File: config.mk
export PLATFORM = sky130hd
export DESIGN_NAME = seq_gen_fsm
export DESIGN_NICKNAME = d
export VERILOG_FILES = /design/src/rtl/seq_gen_fsm.sv
export SDC_FILE = /design/constraint.sdc
export NUM_CORES = 1
export LEC_CHECK = 0
export BUFFER_PORTS_ARGS = -buffer_cell sky130_fd_sc_hd__buf_2
export CAP_MARGIN = 20
export CELL_PAD_IN_SITES_DETAIL_PLACEMENT = 1
export CELL_PAD_IN_SITES_GLOBAL_PLACEMENT = 2
export CORE_MARGIN = 4
export CORE_UTILIZATION = 34
export DETAILED_ROUTE_END_ITERATION = 10
export GPL_ROUTABILITY_DRIVEN = 0
export MAX_ROUTING_LAYER = met4
export PLACE_DENSITY = 0.8
export SYNTH_ARGS = -nofsm -noshare
export SYNTH_HDL_FRONTEND = slang
export SYNTH_SLANG_ARGS = --single-unit
File: constraint.sdc
create_clock -name clk -period 2.9 [get_ports clk]
set_clock_uncertainty 0.2 [all_clocks]
set_input_delay 0.145 -clock clk [delete_from_list [all_inputs] [get_ports clk]]
set_output_delay 0.145 -clock clk [all_outputs]
set_load 0.02 [all_outputs]
File: src/rtl/seq_gen_fsm.sv
// Serial frame transmitter: sync pattern, payload MSB first, then idle-zero gap.
// Optional even-parity bit after the payload when SEQ_GEN_PARITY_EN is defined.
module seq_gen_fsm #(
  parameter int unsigned          SYNC_LEN = 7,
  parameter logic [SYNC_LEN-1:0]  SYNC_PAT = 7'b1011010,
  parameter int unsigned          DATA_W   = 8,
  parameter int unsigned          GAP_LEN  = 2
) (
  input  logic              clk,
  input  logic              rst,
  input  logic [DATA_W-1:0] data_in,
  input  logic              data_vld,
  output logic              data_rdy,
  output logic              seq_out,
  output logic              seq_vld,
  output logic              frame_done,
  output logic              busy
);

  localparam int unsigned MAX_SD  = (SYNC_LEN > DATA_W) ? SYNC_LEN : DATA_W;
  localparam int unsigned MAX_LEN = (MAX_SD > GAP_LEN) ? MAX_SD : GAP_LEN;
  localparam int unsigned CNT_W   = (MAX_LEN > 1) ? $clog2(MAX_LEN) : 1;

  localparam logic [CNT_W-1:0] SYNC_LOAD = CNT_W'(SYNC_LEN - 1);
  localparam logic [CNT_W-1:0] DATA_LOAD = CNT_W'(DATA_W - 1);
  localparam logic [CNT_W-1:0] GAP_LOAD  = (GAP_LEN > 0) ? CNT_W'(GAP_LEN - 1) : '0;

  typedef enum logic [2:0] {
    ST_IDLE = 3'd0,
    ST_SYNC = 3'd1,
    ST_DATA = 3'd2,
    ST_PAR  = 3'd3,
    ST_GAP  = 3'd4
  } state_e;

  state_e             state_q, state_d;
  logic [CNT_W-1:0]   cnt_q, cnt_d;
  logic [DATA_W-1:0]  payload_q, payload_d;
  logic               seq_out_q, seq_out_d;
  logic               seq_vld_q, seq_vld_d;
  logic               frame_done_q, frame_done_d;
  logic               busy_q;
  logic               data_rdy_q;

  always_comb begin
    state_d   = state_q;
    cnt_d     = cnt_q;
    payload_d = payload_q;
    case (state_q)
      ST_IDLE: begin
        if (data_vld) begin
          payload_d = data_in;
          cnt_d     = SYNC_LOAD;
          state_d   = ST_SYNC;
        end
      end
      ST_SYNC: begin
        if (cnt_q == '0) begin
          cnt_d   = DATA_LOAD;
          state_d = ST_DATA;
        end else begin
          cnt_d = cnt_q - CNT_W'(1);
        end
      end
      ST_DATA: begin
        if (cnt_q == '0) begin
`ifdef SEQ_GEN_PARITY_EN
          cnt_d   = '0;
          state_d = ST_PAR;
`else
          if (GAP_LEN > 0) begin
            cnt_d   = GAP_LOAD;
            state_d = ST_GAP;
          end else begin
            cnt_d   = '0;
            state_d = ST_IDLE;
          end
`endif
        end else begin
          cnt_d = cnt_q - CNT_W'(1);
        end
      end
`ifdef SEQ_GEN_PARITY_EN
      ST_PAR: begin
        if (GAP_LEN > 0) begin
          cnt_d   = GAP_LOAD;
          state_d = ST_GAP;
        end else begin
          cnt_d   = '0;
          state_d = ST_IDLE;
        end
      end
`endif
      ST_GAP: begin
        if (cnt_q == '0) begin
          state_d = ST_IDLE;
        end else begin
          cnt_d = cnt_q - CNT_W'(1);
        end
      end
      default: begin
        cnt_d   = '0;
        state_d = ST_IDLE;
      end
    endcase
  end

  // Outputs are decoded from the next state so the registered bit lines up
  // with the state it belongs to: first sync bit right after the handshake.
  always_comb begin
    seq_out_d    = 1'b0;
    seq_vld_d    = 1'b0;
    frame_done_d = 1'b0;
    case (state_d)
      ST_SYNC: begin
        seq_vld_d = 1'b1;
        seq_out_d = SYNC_PAT[cnt_d];
      end
      ST_DATA: begin
        seq_vld_d = 1'b1;
        seq_out_d = payload_d[cnt_d];
`ifndef SEQ_GEN_PARITY_EN
        frame_done_d = (cnt_d == '0);
`endif
      end
`ifdef SEQ_GEN_PARITY_EN
      ST_PAR: begin
        seq_vld_d    = 1'b1;
        seq_out_d    = ^payload_d;
        frame_done_d = 1'b1;
      end
`endif
      default: ;
    endcase
  end

  always_ff @(posedge clk) begin
    if (rst) begin
      state_q      <= ST_IDLE;
      cnt_q        <= '0;
      payload_q    <= '0;
      seq_out_q    <= 1'b0;
      seq_vld_q    <= 1'b0;
      frame_done_q <= 1'b0;
      busy_q       <= 1'b0;
      data_rdy_q   <= 1'b1;
    end else begin
      state_q      <= state_d;
      cnt_q        <= cnt_d;
      payload_q    <= payload_d;
      seq_out_q    <= seq_out_d;
      seq_vld_q    <= seq_vld_d;
      frame_done_q <= frame_done_d;
      busy_q       <= (state_d != ST_IDLE);
      data_rdy_q   <= (state_d == ST_IDLE);
    end
  end

  assign seq_out    = seq_out_q;
  assign seq_vld    = seq_vld_q;
  assign frame_done = frame_done_q;
  assign busy       = busy_q;
  assign data_rdy   = data_rdy_q;

endmodule
==> impl_metrics.csv, run 1 <==
group,metric,value,unit
grt,grt_pass1_vias,949,
detailed_routing,vias,883,
detailed_routing,ant_nets,0,
yosys,synth-seq-cells,19,
timing,slew-limit-headroom,0.573,
floorplanning,die_y,64.3,um
timing,post-route-period-util,0.901,
critical_path,r2r-start,"cnt_q[0]",
clock_network,clk_pin_slew_worst_paths,110,ps
yosys,syn_avg_cell_area,9.52,um2
power_and_ir_drop,p_clk_frac,0.157,
detailed_routing,via_per_inst,4.93,
detailed_routing,drt-pass1-iter-count,2,
yosys,synth_cell_types,38,
critical_path,crit_type,"reg2reg",
timing,worst_pin_slew,639,ps
placement,pre_cts_slack,286,ps
grt,grt_usage,0.133,
run_status,outcome,"complete, no violations",
timing,rsz0062_at_grt,"false",
hold_path,hold_class,"in2reg",
yosys,syn_nets,127,
critical_path,worst_setup_path_end_kind,"register",
floorplanning,rows,20,
timing,fmax,383,MHz
critical_path,slowest_stage,"dfxtp_1",
power_and_ir_drop,ir_worst_vdd,314,uV
yosys,synth-edff-count,0,
timing,slew_violations,0,
yosys,synth_area,1080,um2
power_and_ir_drop,seqPwrFrac,0.402,
floorplanning,core_area,3030,um2
critical_path,startpoint,"cnt_q[0]",
yosys,synth-main-ff-cell,"dfxtp_1",
layout,drive_gt1_frac,0.215,
critical_path,slowest_delay,390,ps
timing,setup_viol,0,
timing,hold_violations,0,
clock_network,insertion_delay,300,ps
layout,diodes,0,
detailed_routing,drt_wl_total,2410,um
power_and_ir_drop,leakage,0.533,nW
grt,antenna_found_initial,0,
hold_path,hp-start,"data_vld",
clock_network,cts-resized-gates,0,
clock_network,cts_hold_buf,8,
critical_path,path_delay_family,"compound AO/OA/AOI/OAI gates",
clock_network,clock_sinks,19,
detailed_routing,wl_per_cell,13.5,um
power_and_ir_drop,p_sw,0.342,mW
layout,fillers,366,
yosys,yosysWarnings,0,
placement,hpwlAfterDp,1850,um
grt,grt_overflow_total,0,
yosys,yosysSeqAreaShare,0.353,
floorplanning,initial_core_util,0.355,
critical_path,start_kind,"register",
clock_network,cts_setup_buffers,0,
floorplanning,die_area,4130,um2
timing,layout_min_cycle_time,2610,ps
power_and_ir_drop,pwr-share-comb,0.442,
layout,syn2layout_area_growth,18.8,%
detailed_routing,drtIter0Drc,36,
yosys,synth_async_sr_flop_share,0,
layout,final_nets,150,
critical_path,worstPathRequired,2890,ps
floorplanning,ioPinCount,16,
clock_network,root_buffer,"clkbuf_4",
clock_network,cts_tree,"built",
power_and_ir_drop,intPower,0.528,mW
floorplanning,die_w,64.3,um
critical_path,cp.arrival,2600,ps
clock_network,numCtsBuffers,3,
clock_network,cts_max_level,1,
power_and_ir_drop,swShare,0.393,
yosys,syn_inst,113,
critical_path,crit_chain,"inv_1, ha_1, nor2b_4, inv_2, ha_1, inv_1, a221o_1, a21o_1, mux2i_1, a22oi_1, nand4_1",
grt,grt_max_degree,17,
critical_path,cp_max_fo,6,
power_and_ir_drop,power.density,680,nW/um2
grt,grt_pass1_wl,4200,um
placement,port_buffers,15,
job,max_cap_viol_count,0,
timing,final.setup.worst_slack,288,ps
timing,fin_setup_tns,0,ps
critical_path,critPathBufInv,3,
detailed_routing,route.detailed.drc,0,
clock_network,max-clock-path-buffers,2,
## tightest hold or removal path: stages
cell     delay, ps
buf_2          140
o21ai_0        150
a21oi_1         80
## flip-flops by register name (all words and copies together), names as in the netlist
| signal | flops |
|---|---|
| payload_q | 8 |
| data_rdy | 1 |
| busy | 1 |
| state_q | 3 |
| seq_vld | 1 |
| cnt_q | 3 |
| frame_done | 1 |
| seq_out | 1 |
## synth_stat cells (2+ instances only)
| cell | count | area share |
|---|---|---|
| nand2_1 | 3 | 0.010 |
| ha_1 | 3 | 0.035 |
| a211oi_2 | 2 | 0.023 |
| inv_1 | 5 | 0.017 |
| nor4b_2 | 2 | 0.028 |
| dfxtp_1 | 19 | 0.35 |
| o21ai_0 | 2 | 0.0093 |
| buf_4 | 5 | 0.035 |
| nand4_1 | 2 | 0.012 |
| a21oi_1 | 4 | 0.019 |
| mux2i_1 | 13 | 0.12 |
| nor3b_1 | 4 | 0.028 |
| nor3_1 | 6 | 0.028 |
| nor2_1 | 17 | 0.059 |
| xnor2_1 | 3 | 0.024 |
## metrics by stage
step                instance area (um2)  hold WS [ps]  utilization  total power, mW  std cells
detailed placement                 1160           200        0.383            0.738        166
finish                             1280          72.2        0.422            0.870        179
CTS                                1270          4.25        0.419            0.886        178
global route                       1280          51.8        0.422            0.953        179
global placement                   1160           182        0.383            0.719        166
floorplan                          1080          17.4            -            0.657        113
## area by class of cell
| class | count | area, um2 | area share |
|---|---|---|---|
| Clock buffer | 3 | 22.5 | 0.0176 |
| Clock inverter | 1 | 5.00 | 0.00391 |
| Inverter | 6 | 22.5 | 0.0176 |
| Multi-Input combinational cell | 81 | 621 | 0.485 |
| Sequential cell | 19 | 380 | 0.297 |
| Tap cell | 44 | 55.1 | 0.0431 |
| Timing Repair Buffer | 25 | 173 | 0.135 |
## cell usage in the layout, fill, tap and decap left out, drive strengths merged, types with 2 or more instances in the layout
cell	n
dlygate4sd3	9
nor2b	2
nor3	6
a21oi	5
buf	16
ha	3
nor3b	4
inv	6
clkbuf	3
xnor2	3
o21ai	2
mux2i	13
nor4b	3
nor2	17
nand2	3
a211oi	2
dfxtp	19
nand4	2
## logic make-up (layout without fill, tap and decap cells)
kind of cell,count (synthesis),count (layout),synth area share
adders and majority gates,3,3,0.0349
AOI/OAI and AO/OA,17,17,0.138
DFF,19,19,0.353
buffers and inverters,13,35,0.0698
muxes,13,13,0.121
and+or+nand+nor,45,45,0.258
xor gates and xnor gates,3,3,0.0244
## worst paths after layout
check                       to  cells past startpoint  slack (ps)
setup reg to reg       seq_out                     11         290
hold reg to reg   payload_q[2]                      2         300
setup / recovery       seq_out                     11         290
hold / removal      state_q[0]                      3          70
## metal layers
layer | vias up | global-route usage | wire length [um]
met5 | - | - | 0
met4 | 0 | 0.0396 | 23
met3 | 4 | 0.0281 | 88
met2 | 10 | 0.240 | 1280
met1 | 424 | 0.145 | 1020
li1 | 445 | - | -
## power groups by stage
stage | registers, mW | logic [mW] | clock network (mW)
after floorplan | 0.346 | 0.311 | 0
after detailed placement | 0.357 | 0.381 | 0
after global placement | 0.353 | 0.366 | 0
after global routing | 0.358 | 0.437 | 0.158
final | 0.349 | 0.384 | 0.136
after CTS | 0.351 | 0.392 | 0.143
(Power assumes the default switching activity.)
==> run 2: changes to the inputs <==
--- a/config.mk
+++ b/config.mk
@@ -15,6 +15,7 @@
 export GPL_ROUTABILITY_DRIVEN = 0
 export MAX_ROUTING_LAYER = met4
 export PLACE_DENSITY = 0.8
+export RECOVER_POWER = 100
 export SYNTH_ARGS = -nofsm -noshare
 export SYNTH_HDL_FRONTEND = slang
 export SYNTH_SLANG_ARGS = --single-unit
==> impl_metrics.csv, run 2 (synthesis gave the netlist of run 1 again) <==
group,metric,value,unit
detailed_routing,route.detailed.drc,0,
clock_network,insertion_delay,300,ps
job,max_cap_viol_count,0,
grt,grt_usage,0.133,
detailed_routing,vias,884,
layout,final_nets,150,
grt,gr-usage-met2,0.240,
detailed_routing,drt-pass1-iter-count,2,
placement,placed_cells,166,
timing,slew_violations,0,
detailed_routing,ant_nets,0,
clock_network,cts_max_level,1,
floorplanning,core_area,3030,um2
floorplanning,die_y,64.3,um
placement,port_buffers,15,
timing,final.setup.worst_slack,284,ps
critical_path,worst_setup_path_end_kind,"register",
layout,finish.utilization,0.413,
clock_network,max-clock-path-buffers,2,
floorplanning,die_area,4130,um2
hold_path,hold_class,"in2reg",
timing,post-route-period-util,0.902,
clock_network,cts-resized-gates,0,
layout,top_register,"payload_q",
timing,rsz0062_at_grt,"false",
grt,grt_pass1_vias,949,
power_and_ir_drop,leakage,0.507,nW
timing,fmax,382,MHz
timing,slew-limit-headroom,0.488,
floorplanning,die_w,64.3,um
timing,hold_violations,0,
placement,place_area,1160,um2
timing,layout_min_cycle_time,2620,ps
clock_network,cts_setup_buffers,0,
layout,drive_gt1_frac,0.148,
power_and_ir_drop,p_sw,0.337,mW
power_and_ir_drop,intPower,0.517,mW
critical_path,slowest_delay,390,ps
timing,worst_pin_slew,768,ps
detailed_routing,drtIter0Drc,34,
detailed_routing,wl_per_cell,13.6,um
power_and_ir_drop,finalPower,0.854,mW
critical_path,worstPathRequired,2890,ps
layout,fin_area,1250,um2
power_and_ir_drop,ir_worst_vdd,312,uV
layout,final_common_cell,"dfxtp_1",
clock_network,cts_tree,"built",
floorplanning,rows,20,
layout,diodes,0,
critical_path,start_kind,"register",
clock_network,numCtsBuffers,3,
clock_network,clk_pin_slew_worst_paths,110,ps
floorplanning,ioPinCount,16,
detailed_routing,via_per_inst,4.94,
timing,setup_viol,0,
critical_path,crit_type,"reg2reg",
critical_path,crit_chain,"inv_1, ha_1, nor2b_4, inv_2, ha_1, inv_1, a221o_1, a21o_1, mux2i_1, a22oi_1, nand4_1",
power_and_ir_drop,power.density,682,nW/um2
power_and_ir_drop,pwr-share-comb,0.433,
grt,use_met1,0.145,
layout,fillers,368,
layout,syn2layout_area_growth,16.3,%
clock_network,clock_sinks,19,
placement,pre_cts_slack,286,ps
grt,grt_pass1_wl,4200,um
layout,layout_common_cells,"19 x dfxtp_1, 17 x nor2_1, 13 x mux2i_1, 10 x buf_2, 9 x dlygate4sd3_1",
critical_path,slowest_stage,"dfxtp_1",
run_status,outcome,"complete, no violations",
detailed_routing,drt_wl_total,2440,um
floorplanning,initial_core_util,0.355,
grt,grt_max_degree,17,
power_and_ir_drop,seqPwrFrac,0.407,
timing,hold_ws,72.5,ps
grt,antenna_found_initial,0,
grt,busiest_layer,"met2",
power_and_ir_drop,p_clk_frac,0.160,
critical_path,cp.arrival,2600,ps
layout,largest_reg_flops,8,
layout,final_cells,179,
layout,reg_top3,"payload_q (8), cnt_q (3), state_q (3)",
placement,hpwlAfterDp,1850,um
grt,grt.met3_usage,0.0281,
timing,fin_setup_tns,0,ps
grt,grt_overflow_total,0,
clock_network,root_buffer,"clkbuf_4",
power_and_ir_drop,swShare,0.395,
critical_path,cp_max_fo,6,
-- run 2: changes by cell type in the layout (fill, tap and decap cells not counted) --
cell,before,now
buf_4,1,0
buf_2,15,10
a211oi_2,2,1
nor4b_2,2,0
clkbuf_1,0,6
nor4b_1,0,2
a211oi_1,0,1
-- run 2: worst paths after layout --
kind	from	end	slack, ps	cells past startpoint
worst min-delay path	data_vld	state_q[0]	70	3
worst max register to register	cnt_q[0]	seq_out	280	11
worst max-delay path	cnt_q[0]	seq_out	280	11
worst min register to register	payload_q[2]	payload_q[2]	300	2
-- run 2: cell type report --
cell class,count,area (um2),area share
Clock buffer,3,22.5,0.0180
Clock inverter,1,5.00,0.00400
Inverter,6,22.5,0.0180
Multi-Input combinational cell,81,603,0.482
Sequential cell,19,380,0.304
Tap cell,44,55.1,0.0440
Timing Repair Buffer,25,163,0.130
-- run 2: routing by layer --
layer  wire (um)  part of all wire
met5           0                 0
met4          23            0.0094
met3          88             0.036
met2        1280              0.53
met1        1040              0.43
-- run 2: worst max-delay path: cells and delay by family, from the launching register on --
family          cells  cell delay (ps)
compound gates      3              800
fa+ha+maj           2              460
simple gates        2              270
flops               1              390
buf+inv             3              230
mux                 1              140
-- run 2: power groups by stage --
stage	clock network (mW)	registers [mW]	logic [mW]
2_1_floorplan	0	0.346	0.311
3_3_place_gp	0	0.353	0.366
3_5_place_dp	0	0.357	0.381
4_1_cts	0.143	0.351	0.392
5_1_grt	0.158	0.356	0.422
6_report	0.137	0.348	0.369
-- run 2: repair_timing --
action,4_1_cts,5_1_grt
setup endpoints to repair,0,0
hold endpoints to repair,8,1
hold buffers,8,1
